## src/rtl/seq_det_param_pkg.sv

```systemverilog
// Shared types and helpers for the programmable sequence detector.
package seq_det_param_pkg;

    // Detector progress: no bits held, partially filled, full pattern window held
    typedef enum logic [1:0] {
        EMPTY   = 2'd0,
        FILLING = 2'd1,
        ARMED   = 2'd2
    } state_t;

    // Width needed to hold a length in 0..max_w
    function automatic int len_w(input int max_w);
        return $clog2(max_w + 1);
    endfunction

    // Length-mask bit: history bit idx takes part in the compare when idx < len
    function automatic logic in_len(input int idx, input int len);
        return idx < len;
    endfunction

endpackage

```

## src/rtl/seq_det_param_hist_shift.sv

```systemverilog
// Serial history shift register plus fill counter clamped to the active length.
// Presents the post-consume history/fill so the top can detect a match on the
// same edge that shifts the completing bit in.
module seq_det_param_hist_shift #(
    parameter int MAX_W = 8,
    parameter int LEN_W = 4
) (
    input  logic             clk,
    input  logic             rst,
    input  logic             consume,
    input  logic             clear,
    input  logic             in,
    input  logic [LEN_W-1:0] len,
    output logic [MAX_W-1:0] nxt_hist,
    output logic [LEN_W-1:0] nxt_fill
);

    // Only MAX_W-1 bits are stored: the oldest bit of the window is needed for
    // the compare on the consume edge but never again after that.
    logic [MAX_W-2:0] hist;
    logic [LEN_W-1:0] fill;

    // Post-consume view; fill only counts up while below len so it never overflows
    always_comb begin
        nxt_hist = {hist, in};
        nxt_fill = (fill < len) ? fill + LEN_W'(1) : len;
    end

    // Clear (config load / non-overlap match) beats consume
    always_ff @(posedge clk or negedge rst) begin
        if (!rst) begin
            hist <= '0;
            fill <= '0;
        end else if (clear) begin
            hist <= '0;
            fill <= '0;
        end else if (consume) begin
            hist <= nxt_hist[MAX_W-2:0];
            fill <= nxt_fill;
        end
    end

endmodule

```

## src/rtl/seq_det_param.sv

```systemverilog
// Runtime-programmable serial bit-sequence detector.
// Pattern up to MAX_W bits (first received bit = pattern[len-1]), overlapping or
// restart-after-match modes, registered one-cycle y pulse, saturating match count.
// Optional build macro SEQ_MASK_EN adds a cfg_mask port of don't-care bits.
module seq_det_param
    import seq_det_param_pkg::*;
#(
    parameter int               MAX_W       = 8,
    parameter int               CNT_W       = 8,
    parameter logic [MAX_W-1:0] RST_PATTERN = 'h0C,
    parameter int               RST_LEN     = 4,
    parameter bit               RST_OVERLAP = 1'b1,
    localparam int              LEN_W       = len_w(MAX_W)
) (
    input  logic             clk,
    input  logic             rst,
    input  logic             in_valid,
    input  logic             in,
    input  logic             cfg_load,
    input  logic [MAX_W-1:0] cfg_pattern,
    input  logic [LEN_W-1:0] cfg_len,
    input  logic             cfg_overlap,
`ifdef SEQ_MASK_EN
    input  logic [MAX_W-1:0] cfg_mask,
`endif
    input  logic             cnt_clr,
    output logic             y,
    output logic [CNT_W-1:0] match_cnt,
    output logic             armed
);

    logic [MAX_W-1:0] pat;
    logic [LEN_W-1:0] len;
    logic             ovl;
    logic [LEN_W-1:0] cfg_len_c;
    logic [MAX_W-1:0] lmask;
    logic [MAX_W-1:0] care;
    logic [MAX_W-1:0] nxt_hist;
    logic [LEN_W-1:0] nxt_fill;
    logic             consume;
    logic             match;
    logic             clear;
    state_t           state, state_nxt;

    // A config load owns the cycle: the bit presented with it is dropped
    assign consume   = in_valid & ~cfg_load;
    assign cfg_len_c = (cfg_len > LEN_W'(MAX_W)) ? LEN_W'(MAX_W) : cfg_len;

`ifdef SEQ_MASK_EN
    logic [MAX_W-1:0] mask;

    // Don't-care mask travels with the rest of the config
    always_ff @(posedge clk or negedge rst) begin
        if (!rst)          mask <= '0;
        else if (cfg_load) mask <= cfg_mask;
    end

    assign care = lmask & ~mask;
`else
    assign care = lmask;
`endif

    // Active configuration registers
    always_ff @(posedge clk or negedge rst) begin
        if (!rst) begin
            pat <= RST_PATTERN;
            len <= LEN_W'(RST_LEN);
            ovl <= RST_OVERLAP;
        end else if (cfg_load) begin
            pat <= cfg_pattern;
            len <= cfg_len_c;
            ovl <= cfg_overlap;
        end
    end

    for (genvar i = 0; i < MAX_W; i++) begin : g_lmask
        assign lmask[i] = in_len(i, int'(len));
    end

    seq_det_param_hist_shift #(
        .MAX_W (MAX_W),
        .LEN_W (LEN_W)
    ) u_hist (
        .clk      (clk),
        .rst      (rst),
        .consume  (consume),
        .clear    (clear),
        .in       (in),
        .len      (len),
        .nxt_hist (nxt_hist),
        .nxt_fill (nxt_fill)
    );

    // len==0 disables matching even though nxt_fill==len trivially holds
    assign match = consume && (len != '0) && (nxt_fill == len) &&
                   (((nxt_hist ^ pat) & care) == '0);
    assign clear = cfg_load | (match & ~ovl);

    // State register
    always_ff @(posedge clk or negedge rst) begin
        if (!rst) state <= EMPTY;
        else      state <= state_nxt;
    end

    // Next state follows the post-consume fill level
    always_comb begin
        state_nxt = state;
        if (cfg_load) begin
            state_nxt = EMPTY;
        end else if (consume) begin
            if (match && !ovl)         state_nxt = EMPTY;
            else if (nxt_fill == '0)   state_nxt = EMPTY;
            else if (nxt_fill == len)  state_nxt = ARMED;
            else                       state_nxt = FILLING;
        end
    end

    // State-decoded output
    always_comb begin
        armed = (state == ARMED);
    end

    // Registered match pulse, one cycle after the completing bit
    always_ff @(posedge clk or negedge rst) begin
        if (!rst) y <= 1'b0;
        else      y <= match;
    end

    // Saturating match counter; clear wins over a coincident match
    always_ff @(posedge clk or negedge rst) begin
        if (!rst)                             match_cnt <= '0;
        else if (cnt_clr)                     match_cnt <= '0;
        else if (match && (match_cnt != '1))  match_cnt <= match_cnt + CNT_W'(1);
    end

endmodule

```

## config.mk

```make
export PLATFORM = sky130hd
export DESIGN_NAME = seq_det_param
export DESIGN_NICKNAME = d
export VERILOG_FILES = /design/src/rtl/seq_det_param_pkg.sv /design/src/rtl/seq_det_param_hist_shift.sv /design/src/rtl/seq_det_param.sv
export SDC_FILE = /design/constraint.sdc
export NUM_CORES = 1
export LEC_CHECK = 0
export BUFFER_PORTS_ARGS = -buffer_cell sky130_fd_sc_hd__clkbuf_2
export CAP_MARGIN = 30
export CELL_PAD_IN_SITES_DETAIL_PLACEMENT = 1
export CELL_PAD_IN_SITES_GLOBAL_PLACEMENT = 1
export CORE_ASPECT_RATIO = 1.1
export CORE_MARGIN = 5
export CORE_UTILIZATION = 44
export CTS_BUF_LIST = sky130_fd_sc_hd__clkbuf_4 sky130_fd_sc_hd__clkbuf_8 sky130_fd_sc_hd__clkbuf_16
export CTS_CLUSTER_DIAMETER = 40
export DETAILED_ROUTE_END_ITERATION = 16
export PLACE_DENSITY_LB_ADDON = 0.05
export SLEW_MARGIN = 10
export SYNTH_ARGS = -nofsm -noshare
export SYNTH_HDL_FRONTEND = slang
export SYNTH_HIERARCHICAL = 1
export SYNTH_SLANG_ARGS = --single-unit
```

## constraint.sdc

```tcl
create_clock -name clk -period 3.7 [get_ports clk]
set_input_delay 0.37 -clock clk [delete_from_list [all_inputs] [get_ports clk]]
set_output_delay 0.37 -clock clk [all_outputs]
set_load 0.02 [all_outputs]
```

==> run summary <==
CTS tree - built
crit share post-route - 92.2%
Core Region - 4250 um2
first-pass GRT wire length - 7810 um
synth unique cells - 48
number of max-cap violations - 0
Starting Density - 45.0%
Slew headroom - 69.6%
total power - 869 uW
Slew Viols, Final - 0
antenna cell count - 0
Hold Fails Final Rpt - 0
worst-path fanout max - 10
area of all placed cells without fillers - 2240 um2
Multi-input gate area - 976 um2
Clock Root Buffer - clkbuf_8
placement row count - 25
Total Wirelength - 4480 um
VDD IR max - 0.243 mV
Cell Count Post-Placement - 259
layout cell share with drive strength beyond 1 - 29.9%
setup_tns - 0 ns
Final #Nets - 237
total gr overflow - 0
HPWL Detailed - 3410 um
cell count after synthesis - 180
Clk pwr share - 33.2%
number of synthesized register bits - 35
area leader, netlist - dfrtp_1
sw frac - 27.0%
FF/Latch Area - 881 um2
Hold WC Path Type - input pin to asynchronous set/reset pin
skew final - 0.00620 ns
Psw - 234 uW
Worst Path Required - 3.87 ns
TritonCTS Buffers - 5
# fillers - 484
clk slew on worst S/H paths - 0.07 ns
Final ANT Viol Nets - 0
CP Launch Type - flop
r2r startpoint - len[2]
Reg2Reg Depth - 12
EDFF count, synth - 0
DP Area - 2120 um2
drt first pass iters - 4
CTS H-tree lvls - 2
top_reg_cell synth - dfrtp_1
largest net degree at the start of global routing - 36
drt via density - 5.46
sequential-to-total area share from yosys stat - 46.0%
die area - 5770 um2
Combinational Power Share - 18.0%
Synth warnings - 6
commonest cells after routing, fill and taps aside - 31 x dfrtp_1, 28 x clkbuf_2, 14 x nor2_1
status - complete, no violations
Clock Tree Buf Depth - 2
worst-skew pair later-pin latency - 0.28 ns
Vias - 1,463
average cell area after synthesis - 10.6 um2
Worst Tran Pin Value - 0.457 ns
Setup Buffers After CTS - 0
fraction of registers with async set/reset - 100%
GP Congestion - 0.780
# IOs - 29
wire per inst - 16.7 um
Leak Pwr - 1.01 nW
r2r endpoint - u_hist/fill[3]
sequential share of power - 48.9%
clock sink count - 35
PwrDens - 388 nW/um2
Finished Layout Cells - 268
Post-Syn Area - 1920 um2
Die Ht - 79.2 um
Final setup viols - 0
syn_nets - 204
area grow syn2layout - 16.9%
fmax - 293 MHz
Worst Path Arrival - 3.58 ns
commonest non-fill, non-tap cell in the layout - dfrtp_1
vias in the first global route - 1,613
R2R Setup Slk - 0.29 ns
RSZ-0062 raised after global routing - no
1st-iter DRT viols - 48
gr usage total - 17.5%
number of hold buffers added after cts - 0
crit end category - flop
# DRC - 0
Synth top area share - 40.5%
PostCTS Resize Cnt - 0
min Tclk post-route - 3.41 ns
Die Wd - 72.9 um
antenna violations before repair - 0
Setup CP Type - flop to flop
Cell Int Power - 635 uW
IO Port Bufs - 28
synth top area cells - dfrtp_1 40%, mux2_2 6.5%, dfstp_2 5.5%
==> sequential cells by signal, summed over array words and instances, names as in the netlist <==
| signal | cells |
|---|---|
| state | 2 |
| len | 4 |
| u_hist/hist | 7 |
| match_cnt | 8 |
| y | 1 |
| ovl | 1 |
| u_hist/fill | 4 |
| pat | 8 |
==> metrics by stage <==
step           hold slack (ns)  worst slack (ns)  utilization [%]
6_report               0.00768             0.289             52.6
5_1_grt                 0.0204           0.00180             52.6
4_1_cts                  0.224             0.268             52.0
3_5_place_dp             0.490             0.308             49.8
3_3_place_gp             0.488             0.462             49.8
2_1_floorplan           0.0744             0.478                -
==> cells in the mapped netlist (all sizes together), types with 5 or more instances <==
master,count
mux2,11
o21ai,11
xnor2,8
inv,8
nand3,5
nor2,14
dfrtp,31
buf,5
a21oi,7
xor2,7
nor3,5
ha,5
mux2i,9
nand2,7
==> how the worst max path moves through the flow <==
stage | startpoint | cells after the start | endpoint | slack, ns
final | len[2] | 12 | u_hist/fill[3] | 0.29
after global routing | len[2] | 12 | u_hist/fill[3] | 0.002
after CTS | len[2] | 12 | u_hist/fill[3] | 0.27
after detailed placement | len[2] | 12 | u_hist/fill[3] | 0.31
after global placement | len[2] | 12 | u_hist/fill[3] | 0.46
after floorplan | len[2] | 13 | u_hist/fill[3] | 0.48
==> kinds of logic after synthesis <==
logic type / synth area share, %
flip-flops: 46.0
AND/OR/NAND/NOR: 17.7
AO/OA/AOI/OAI: 12.0
XOR/XNOR: 6.86
adder cells (fa/ha/maj): 3.27
multiplexers: 11.2
buffers and inverters: 3.07
==> worst max-delay path, cell delays in order (launching register included) <==
cell	delay, ns
dfstp_2	0.61
inv_1	0.08
ha_1	0.29
o211ai_2	0.10
o21ai_2	0.32
mux2i_1	0.40
xnor2_1	0.17
nand4_1	0.25
nand4bb_1	0.27
nor3_1	0.17
or2_2	0.27
nor2b_1	0.11
a32o_1	0.26
==> per-layer routing <==
| metal | track usage, % | share of wire (%) |
|---|---|---|
| met5 | 0 | 0 |
| met4 | 5.72 | 1.9 |
| met3 | 3.04 | 2.7 |
| met2 | 31.6 | 52 |
| met1 | 20.7 | 43 |
==> power groups by stage <==
stage	clock [mW]	sequential, mW	combinational, mW
after floorplan	0	0.429	0.106
after global placement	0	0.431	0.147
after detailed placement	0	0.432	0.154
after CTS	0.302	0.425	0.155
after global routing	0.323	0.428	0.175
final	0.288	0.425	0.156
==> cell type report <==
cell class                      count  share of cell area, %
Multi-Input combinational cell    131                   43.6
Sequential cell                    35                   39.3
Timing Repair Buffer               32                   8.49
Inverter                            8                   1.34
Tap cell                           54                   3.02
Clock buffer                        7                   4.02
Clock inverter                      1                  0.223
Power figures use the tool's default switching activity.
